`config.mk`:
```
export PLATFORM = sky130hd
export DESIGN_NAME = if_id_decode_stage
export DESIGN_NICKNAME = d
export VERILOG_FILES = /design/src/rtl/if_id_decode_stage.sv
export SDC_FILE = /design/constraint.sdc
export NUM_CORES = 1
export LEC_CHECK = 0
export ABC_AREA = 1
export CAP_MARGIN = 20
export CORE_AREA = 2 2 138 140
export CTS_BUF_LIST = sky130_fd_sc_hd__clkbuf_4 sky130_fd_sc_hd__clkbuf_8 sky130_fd_sc_hd__clkbuf_16
export DETAILED_ROUTE_END_ITERATION = 10
export DIE_AREA = 0 0 140 142
export GPL_ROUTABILITY_DRIVEN = 0
export PLACE_DENSITY_LB_ADDON = 0.2
export SLEW_MARGIN = 30
export SYNTH_ARGS = -nofsm -noshare
export SYNTH_HDL_FRONTEND = slang
export SYNTH_SLANG_ARGS = --single-unit
```
`constraint.sdc`:
```
create_clock -name clk -period 4.35 [get_ports clk]
set_input_delay 0.87 -clock clk [delete_from_list [all_inputs] [get_ports clk]]
set_output_delay 0.87 -clock clk [all_outputs]
set_load 0.02 [all_outputs]
```
`src/rtl/if_id_decode_stage.sv`:
```
// IF/ID stage: 2-entry skid FIFO of {instr, pc}. The head entry is split into
// register addresses and an immediate/extension-mode pair for ext_module.
module if_id_decode_stage #(
  parameter int          PC_W       = 32,
  parameter int          REG_AW     = 4,
  parameter logic [5:0]  ILLEGAL_OP = 6'h3F
) (
  input  logic              clk,
  input  logic              rst_n,
  input  logic              flush,
  input  logic              in_valid,
  output logic              in_ready,
  input  logic [31:0]       in_instr,
  input  logic [PC_W-1:0]   in_pc,
  output logic              out_valid,
  input  logic              out_ready,
  output logic [PC_W-1:0]   out_pc,
  output logic [5:0]        opcode,
  output logic [REG_AW-1:0] rd,
  output logic [REG_AW-1:0] rs1,
  output logic [REG_AW-1:0] rs2,
  output logic [25:0]       imm,
  output logic [1:0]        imm_ctrl,
  output logic              illegal
);

  logic [31:0]     instr_q [2];
  logic [PC_W-1:0] pc_q    [2];
  logic            rd_ptr;
  logic            wr_ptr;
  logic [1:0]      count;
  logic            push;
  logic            pop;
  logic [31:0]     head_instr;

  // Handshake is driven only by registered count, so out_ready never reaches in_ready.
  assign in_ready  = (count != 2'd2);
  assign out_valid = (count != 2'd0);
  assign push      = in_valid & in_ready;
  assign pop       = out_valid & out_ready;

  always_ff @(posedge clk or negedge rst_n) begin
    if (!rst_n) begin
      for (int i = 0; i < 2; i++) begin
        instr_q[i] <= '0;
        pc_q[i]    <= '0;
      end
      rd_ptr <= 1'b0;
      wr_ptr <= 1'b0;
      count  <= 2'd0;
    end else if (flush) begin
      rd_ptr <= 1'b0;
      wr_ptr <= 1'b0;
      count  <= 2'd0;
    end else begin
      if (push) begin
        instr_q[wr_ptr] <= in_instr;
        pc_q[wr_ptr]    <= in_pc;
        wr_ptr          <= ~wr_ptr;
      end
      if (pop) begin
        rd_ptr <= ~rd_ptr;
      end
      case ({push, pop})
        2'b10:   count <= count + 2'd1;
        2'b01:   count <= count - 2'd1;
        default: count <= count;
      endcase
    end
  end

  // An empty buffer presents a zero instruction so stale entries never leak out.
  assign head_instr = out_valid ? instr_q[rd_ptr] : 32'd0;
  assign out_pc     = out_valid ? pc_q[rd_ptr] : '0;

  assign opcode = head_instr[31:26];
  assign rd     = head_instr[25 -: REG_AW];
  assign rs1    = head_instr[21 -: REG_AW];
  assign rs2    = head_instr[17 -: REG_AW];

  always_comb begin
    imm      = 26'd0;
    imm_ctrl = 2'b00;
    case (head_instr[31:30])
      2'b00: begin
        imm      = 26'd0;
        imm_ctrl = 2'b00;
      end
      2'b01: begin
        imm      = {13'd0, head_instr[12:0]};
        imm_ctrl = 2'b00;
      end
      2'b10: begin
        imm      = {13'd0, head_instr[12:0]};
        imm_ctrl = 2'b01;
      end
      default: begin
        imm      = head_instr[25:0];
        imm_ctrl = 2'b10;
      end
    endcase
  end

  assign illegal = out_valid & (head_instr[31:26] == ILLEGAL_OP);

endmodule

```
==> results.yml, run 1 <==
outcome:
  status: "finished with violations"
  violations: "design-rule violations"
timing:
  post-route-period-util_pct: 93.3
  rsz0062_at_grt: "no"
  finalMaxSlewViolations: 0
  tns_ns: 0
  hold_ws_ns: 0.472
  worstMarginPinSlew_ns: 0.842
  finalClockSkew_ns: 0.00530
  setup_ws_ns: 0.290
  setup-violations-final: 0
  timing.final.crit_period_ns: 4.06
  hold_viol_final: 0
  max_slew_margin_pct: 43.9
  max_freq_mhz: 246
synth:
  syn_nets: 821
  synth.distinct_cells: 25
  synthCells: 749
  post_synth.cell_area_avg_um2: 8.50
  synthesis.area_mm2: 0.00637
  yosysWarnings: 0
  yosysSeqAreaShare_pct: 51.9
  ys_seq_elements: 132
power:
  p_total_mw: 4.81
  irDropWorstVdd_mv: 0.306
  power_density_mw_per_mm2: 564
  internal_power_mw: 3.23
  power_switching_mw: 1.58
  pwr-share-clk_pct: 30.2
  p_leak_nw: 3.93
  seq_power_share_pct: 38.7
  swShare_pct: 32.9
  p_comb_share_pct: 31.1
clock_tree:
  cts.sinks: 132
  clock_path_buffers: 2
  clkTransAtPathRegs_ns: 0.06
  htree_levels: 4
  cts_tree: "yes"
  clk_latency_ns: 0.41
  clockRootBuffer: "clkbuf_16"
  numCtsBuffers: 17
  post_cts_buffers: 0
final_layout:
  final_cells: 1123
  syn_to_final_growth_pct: 33.8
  nets: 949
  fin_util_pct: 46.2
  n_antenna_cell: 0
  final_area_mm2: 0.00852
  drive_gt1_share_pct: 13.0
  fillers: 1864
place:
  placed_cells: 1092
  place.detailed.hpwl_um: 10100
  pre_cts_slack_ns: 0.460
  portBuffers: 149
  placed_area_mm2: 0.00790
detailed_routing:
  wl_um: 15500
  drc: 8
  drt_pass1_iterations: 7
  viasPerCell: 4.64
  via_count: 5211
  wl_per_cell_um: 13.8
  drtAntennaViolNets: 0
  drt-initial-drc-count: 281
min_path:
  min_path_type: "reg -> reg"
  hold_path_depth: 2
worst_setup_path:
  critPathLaunch: "rd_ptr"
  cp_data_arrival_time_ns: 3.19
  cp.required_ns: 3.48
  critPathCapture: "imm[10]"
  crit_fanout: 20
  rrSetupSlack_ns: 2.41
  end_kind: "output port"
  crit_type: "reg -> out"
  reg2reg_from: "count[0]"
  start_kind: "register"
  r2r-end: "instr_q[57]"
  reg2reg_depth: 6
global_route:
  antenna_found_initial: 0
  grt_max_degree: 101
  grt_pass1_vias: 5174
  grt_pass1_wl_um: 26300
  grtUsageTotal_pct: 16.6
  grt_overflow: 0
die:
  fp-row-count: 50
  die_x_um: 140
  dieArea_mm2: 0.0199
  fp.coreArea_mm2: 0.0185
  ioPinCount: 150
  die_y_um: 142
  initial_utilization_pct: 34.5
flow_run:
  maxCapViolCount: 0
[critical path, stage by stage (launching register included)]
cell and delay (ns):
dfrtp_4 0.59, inv_2 0.11, nand2_1 0.05, a21oi_1 0.28, ha_1 0.28, clkinvlp_4 0.27
nand2_1 0.15, nand2_2 0.20, a21oi_1 0.20, clkdlybuf4s50_1 0.63
[per-layer routing]
| metal | part of all wire (%) | wire length (um) | GRT usage (%) |
|---|---|---|---|
| met1 | 47 | 7260 | 22.6 |
| met2 | 48 | 7400 | 26.9 |
| met3 | 4.3 | 667 | 3.47 |
| met4 | 1.4 | 210 | 4.94 |
| met5 | 0 | 0 | 0 |
[cells in the final DEF (no fill, tap or decap), drive strengths merged]
cell and instances:
nand4 1, a21oi 53, bufinv 3, nand2 243, ha 3, clkbuf 23, or2 1, buf 10
clkdlybuf4s50 148, clkinv 4, clkinvlp 3, nor3 13, nor2 32, dfrtp 132, o211ai 1, nor4 13
o21ai 129, inv 71, nand3 6
[sequential cells by signal (all words and copies together), names as in the netlist]
signal   cells
wr_ptr       1
rd_ptr       1
count        2
pc_q        64
instr_q     64
[worst min path at each step]
| stage | startpoint | endpoint | slack (ns) |
|---|---|---|---|
| after floorplan | instr_q[30] | instr_q[30] | 0.45 |
| after global placement | instr_q[30] | instr_q[30] | 0.46 |
| after detailed placement | instr_q[30] | instr_q[30] | 0.46 |
| after CTS | instr_q[30] | instr_q[30] | 0.48 |
| after global routing | instr_q[30] | instr_q[30] | 0.49 |
| final | instr_q[30] | instr_q[30] | 0.47 |
[layout make-up]
type	count	area [um2]	area share (%)
clock buffers	22	475	5.58
clock inverters	9	129	1.51
inverters	72	274	3.21
multi-input cells	495	2460	28.8
flip-flops and latches	132	3310	38.8
well taps	234	293	3.44
repair buffers	159	1590	18.6
[power by group through the flow]
stage                     combinational [mW]  clock [mW]  sequential, mW
after global routing                    1.68        1.54            1.92
final                                   1.50        1.45            1.86
after global placement                  1.51           0            1.87
after floorplan                         1.02           0            1.82
after CTS                               1.52        1.50            1.86
after detailed placement                1.52           0            1.87
[synthesized netlist by cell type]
| library cell | instances | area [um2] |
|---|---|---|
| o21ai_0 | 2 | 10.0 |
| nand2_2 | 1 | 6.26 |
| inv_2 | 1 | 3.75 |
| o21ai_1 | 63 | 315 |
| dfrtp_1 | 132 | 3300 |
| o211ai_1 | 1 | 7.51 |
| nor3_1 | 13 | 65.1 |
| nand4_1 | 1 | 6.26 |
| nor2_1 | 31 | 116 |
| buf_2 | 12 | 60.1 |
| buf_6 | 20 | 225 |
| nand2_1 | 242 | 908 |
| clkbuf_1 | 15 | 56.3 |
| or2_2 | 1 | 6.26 |
| ha_1 | 3 | 37.5 |
| o21ai_2 | 64 | 561 |
| buf_1 | 2 | 7.51 |
| inv_1 | 71 | 267 |
| a21oi_4 | 1 | 16.3 |
| buf_4 | 1 | 7.51 |
| a21oi_1 | 52 | 260 |
| nor4_1 | 13 | 81.3 |
| nand3_2 | 1 | 10.0 |
| nand3_1 | 5 | 25.0 |
| nor2_2 | 1 | 6.26 |
[what timing repair did]
item / 4_1_cts / 5_1_grt
endpoints found under the setup margin: 0 / 13
gates resized for setup: 0 / 3
hold buffers: 0 / 0
[logic make-up after synthesis]
kind of cell / after synthesis / share of synthesized area (%)
simple gates: 309 / 19.3
buf+inv: 122 / 9.84
fa+ha+maj: 3 / 0.589
flops: 132 / 51.9
compound gates: 183 / 18.4
No activity file was read; power rests on OpenSTA's default activity.
==> inputs of run 2 (changes only) <==
==> constraint.sdc (replaced) <==
create_clock -name clk -period 5.12 [get_ports clk]
set_input_delay 1.024 -clock clk [delete_from_list [all_inputs] [get_ports clk]]
set_output_delay 1.024 -clock clk [all_outputs]
set_load 0.02 [all_outputs]
==> results.yml, run 2 (same netlist as run 1, synthesis figures left out) <==
outcome:
  status: "finished with violations"
  violations: "design-rule violations"
timing:
  max_slew_margin_pct: 48.0
  post-route-period-util_pct: 86.5
  finalClockSkew_ns: 0.0101
  max_freq_mhz: 226
  hold_ws_ns: 0.479
  tns_ns: 0
  hold_viol_final: 0
  worstMarginPinSlew_ns: 0.780
  rsz0062_at_grt: "no"
  finalMaxSlewViolations: 0
  setup-violations-final: 0
  timing.final.crit_period_ns: 4.43
power:
  power_density_mw_per_mm2: 479
  p_leak_nw: 3.92
  irDropWorstVdd_mv: 0.253
clock_tree:
  post_cts_buffers: 0
  clock_path_buffers: 2
  clockRootBuffer: "clkbuf_16"
  clkTransAtPathRegs_ns: 0.05
  holdBufCountCts: 0
  numCtsBuffers: 17
  cts.sinks: 132
  post_cts_resized: 0
  cts_tree: "yes"
  clk_latency_ns: 0.41
  htree_levels: 4
detailed_routing:
  drtAntennaViolNets: 0
  drt-initial-drc-count: 256
  via_count: 5225
  viasPerCell: 4.66
  drt_pass1_iterations: 10
  drc: 8
  wl_per_cell_um: 14.2
  wl_um: 16000
min_path:
  min_path_type: "reg -> reg"
global_route:
  antenna_found_initial: 0
  grtUsageTotal_pct: 16.9
  grt_pass1_vias: 5191
  globalRouteMet3Util_pct: 3.50
  top_usage_layer: "met2"
  grt_overflow: 0
  grt_max_degree: 96
  grt_pass1_wl_um: 26600
  grtUsageMet2_pct: 28.2
  gr-usage-met1_pct: 22.3
worst_setup_path:
  start_kind: "register"
  slowest_stage: "dfrtp_2"
  end_kind: "output port"
  critPathMaxStageDelay_ns: 0.66
  crit_fanout: 22
  crit_type: "reg -> out"
  cp_cell_sequence: "inv_2 > or2_2 > o211ai_1 > inv_1 > ha_1 > inv_1 > nand2_1 > nand2_1 > a21oi_1 > clkdlybuf4s50_1"
  path_delay_family: "buffers and inverters"
  path_buf_inv: 4
  cp_data_arrival_time_ns: 3.40
  cp.required_ns: 4.10
final_layout:
  largestRegisters: "instr_q x64, pc_q x64, count x2"
  layout_common_cells: "242 x nand2_1, 148 x clkdlybuf4s50_1, 131 x dfrtp_1"
  drive_gt1_share_pct: 12.6
  nets: 948
  syn_to_final_growth_pct: 33.3
  final_common_cell: "nand2_1"
  n_antenna_cell: 0
flow_run:
  maxCapViolCount: 0
die:
  die_y_um: 142
  dieArea_mm2: 0.0199
  fp-row-count: 50
  ioPinCount: 150
  fp.coreArea_mm2: 0.0185
  die_x_um: 140
  initial_utilization_pct: 34.5
place:
  portBuffers: 149
  place.detailed.hpwl_um: 10000
run 2: cell count changes in the layout (fill, tap and decap cells not counted), sizes merged:
cell	change
buf	-1
clkbuf	-2
clkinvlp	-1
clkinv	+1
inv	+1
run 2: cell type report:
class                           instances  area (um2)
Fill cell                            1832        9970
Sequential cell                       132        3300
Multi-Input combinational cell        495        2460
Timing Repair Buffer                  158        1580
Clock buffer                           20         454
Tap cell                              234         293
Inverter                               72         270
Clock inverter                         10         134
run 2: power breakdown:
part	total, mW	switching, mW	leakage (nW)	internal, mW
Sequential	1.58	0.191	1.65	1.39
Clock	1.21	0.431	0.288	0.780
Combinational	1.27	0.722	1.98	0.547
Total	4.06	1.34	3.92	2.72
run 2: metrics by stage:
stage | area [um2] | setup WS [ns] | power, mW | util, % | instances
4_1_cts | 8480 | 0.594 | 4.13 | 46.0 | 1121
5_1_grt | 8490 | 0.333 | 4.34 | 46.0 | 1121
2_1_floorplan | 6370 | 1.22 | 2.41 | - | 749
3_5_place_dp | 7900 | 1.05 | 2.88 | 42.8 | 1091
6_report | 8490 | 0.693 | 4.06 | 46.0 | 1121
3_3_place_gp | 7900 | 1.14 | 2.86 | 42.8 | 1091
run 2: routing by layer:
metal,vias to the layer above,part of all wire (%)
met3,16,4.0
met4,0,1.2
met2,112,48
li1,2649,-
met1,2448,47
met5,-,0
run 2: path summary, 6_finish.rpt:
kind / startpoint / end / slack [ns] / cells past startpoint
max in group asynchronous: rst_n / instr_q[54] / 3.38 / 2
min in group asynchronous: rst_n / instr_q[7] / 0.70 / 1
max: rd_ptr / imm[9] / 0.69 / 10
min reg2reg: instr_q[1] / instr_q[1] / 0.48 / 2
min: instr_q[1] / instr_q[1] / 0.48 / 2
max reg2reg: count[0] / pc_q[52] / 3.18 / 6
run 2: worst reg2reg max path, cell delays in order, from the launching register on:
cell and delay [ns]:
dfrtp_1 0.45, inv_2 0.13, a21oi_4 0.09, nand2_4 0.52, buf_4 0.49, nand2_1 0.11
o21ai_1 0.08
==> inputs of run 3 (changes only) <==
--- a/config.mk
+++ b/config.mk
@@ -7,12 +7,13 @@
 export LEC_CHECK = 0
 export ABC_AREA = 1
 export CAP_MARGIN = 20
-export CORE_AREA = 2 2 138 140
+export CORE_AREA = 2 2 122 124
 export CTS_BUF_LIST = sky130_fd_sc_hd__clkbuf_4 sky130_fd_sc_hd__clkbuf_8 sky130_fd_sc_hd__clkbuf_16
 export DETAILED_ROUTE_END_ITERATION = 10
-export DIE_AREA = 0 0 140 142
+export DIE_AREA = 0 0 124 126
 export GPL_ROUTABILITY_DRIVEN = 0
 export PLACE_DENSITY_LB_ADDON = 0.2
+export SKIP_LAST_GASP = 1
 export SLEW_MARGIN = 30
 export SYNTH_ARGS = -nofsm -noshare
 export SYNTH_HDL_FRONTEND = slang
==> results.yml, run 3 (same netlist as run 1, synthesis figures left out) <==
clock_tree:
  cts.sinks: 132
  post_cts_buffers: 0
  post_cts_resized: 0
  clockRootBuffer: "clkbuf_16"
  htree_levels: 4
  clk_latency_ns: 0.42
  cts_tree: "yes"
  numCtsBuffers: 17
  holdBufCountCts: 0
  clock_path_buffers: 2
  clkTransAtPathRegs_ns: 0.05
min_path:
  hold_path_depth: 2
  min_to: "pc_q[27]"
  min_path_type: "reg -> reg"
  hold_start: "pc_q[27]"
global_route:
  grt_pass1_vias: 5402
  antenna_found_initial: 0
  grtUsageTotal_pct: 21.5
  grt_overflow: 0
  grt_pass1_wl_um: 26300
  grt_max_degree: 91
timing:
  worstMarginPinSlew_ns: 0.784
  max_freq_mhz: 229
  hold_ws_ns: 0.481
  setup-violations-final: 0
  post-route-period-util_pct: 85.2
  tns_ns: 0
  timing.final.crit_period_ns: 4.36
  finalClockSkew_ns: 0.00610
  finalMaxSlewViolations: 0
  rsz0062_at_grt: "no"
  max_slew_margin_pct: 47.8
  hold_viol_final: 0
worst_setup_path:
  crit_type: "reg -> out"
  crit_fanout: 34
  reg2reg_from: "count[0]"
  start_kind: "register"
  r2r-end: "pc_q[21]"
  cp_data_arrival_time_ns: 3.34
  rrSetupSlack_ns: 2.96
  end_kind: "output port"
  cp.required_ns: 4.10
  reg2reg_depth: 6
final_layout:
  drive_gt1_share_pct: 12.8
  syn_to_final_growth_pct: 33.6
  n_antenna_cell: 0
  layout_common_cells: "242 x nand2_1, 148 x clkdlybuf4s50_1, 131 x dfrtp_1"
  nets: 948
  largestRegisters: "instr_q x64, pc_q x64, count x2"
  final_common_cell: "nand2_1"
detailed_routing:
  wl_per_cell_um: 14.7
  drc: 0
  drtAntennaViolNets: 0
  drt-initial-drc-count: 340
  viasPerCell: 5.03
  drt_pass1_iterations: 5
  wl_um: 15800
  via_count: 5401
place:
  place.detailed.hpwl_um: 10300
  portBuffers: 149
power:
  p_leak_nw: 3.94
  irDropWorstVdd_mv: 0.242
  power_density_mw_per_mm2: 499
die:
  die_x_um: 124
  initial_utilization_pct: 44.5
  fp-row-count: 44
  dieArea_mm2: 0.0156
  die_y_um: 126
  ioPinCount: 150
  fp.coreArea_mm2: 0.0143
flow_run:
  maxCapViolCount: 0
outcome:
  status: "finished, final reports clean"
-- run 3: report_power, final --
part	leakage [nW]	switching [mW]	internal, mW	total (mW)
Combinational	1.97	0.742	0.546	1.29
Sequential	1.65	0.193	1.39	1.59
Clock	0.323	0.443	0.930	1.37
Total	3.94	1.38	2.87	4.25
-- run 3: critical path: stages, from the launching register on --
cell	delay [ns]
dfrtp_2	0.37
buf_4	0.35
nand2_1	0.09
a21oi_1	0.33
ha_1	0.24
inv_1	0.20
nand2_1	0.11
nand2_1	0.28
a21oi_1	0.26
clkdlybuf4s50_1	0.65
-- run 3: area by class of cell --
type / count / area (um2)
Fill cell: 1270 / 5810
Sequential cell: 132 / 3300
Multi-Input combinational cell: 495 / 2460
Timing Repair Buffer: 158 / 1560
Clock buffer: 19 / 447
Inverter: 72 / 270
Clock inverter: 13 / 230
Tap cell: 184 / 230
-- run 3: worst max path at each step --
| stage | from | end | slack (ns) | cells past startpoint |
|---|---|---|---|---|
| 6_report | rd_ptr | imm[11] | 0.76 | 9 |
| 5_1_grt | rd_ptr | imm[11] | 0.49 | 9 |
| 4_1_cts | rd_ptr | imm[11] | 0.71 | 9 |
| 3_5_place_dp | rd_ptr | imm[11] | 1.16 | 9 |
| 3_3_place_gp | rd_ptr | imm[12] | 1.33 | 9 |
| 2_1_floorplan | rd_ptr | imm[13] | 1.22 | 9 |
-- run 3: metal layers --
metal	global-route usage, %	wire, um
met1	28.0	6820
met2	34.3	7750
met3	6.07	996
met4	7.93	243
met5	0	0
-- run 3: through the flow --
step	total power [mW]	utilization [%]	instance area (um2)	worst slack, ns	std cells
2_1_floorplan	2.41	-	6370	1.22	749
3_3_place_gp	2.84	54.6	7820	1.33	1041
3_5_place_dp	2.89	54.6	7820	1.16	1041
4_1_cts	4.28	59.3	8490	0.705	1073
5_1_grt	4.51	59.4	8510	0.493	1073
6_report	4.25	59.4	8510	0.756	1073
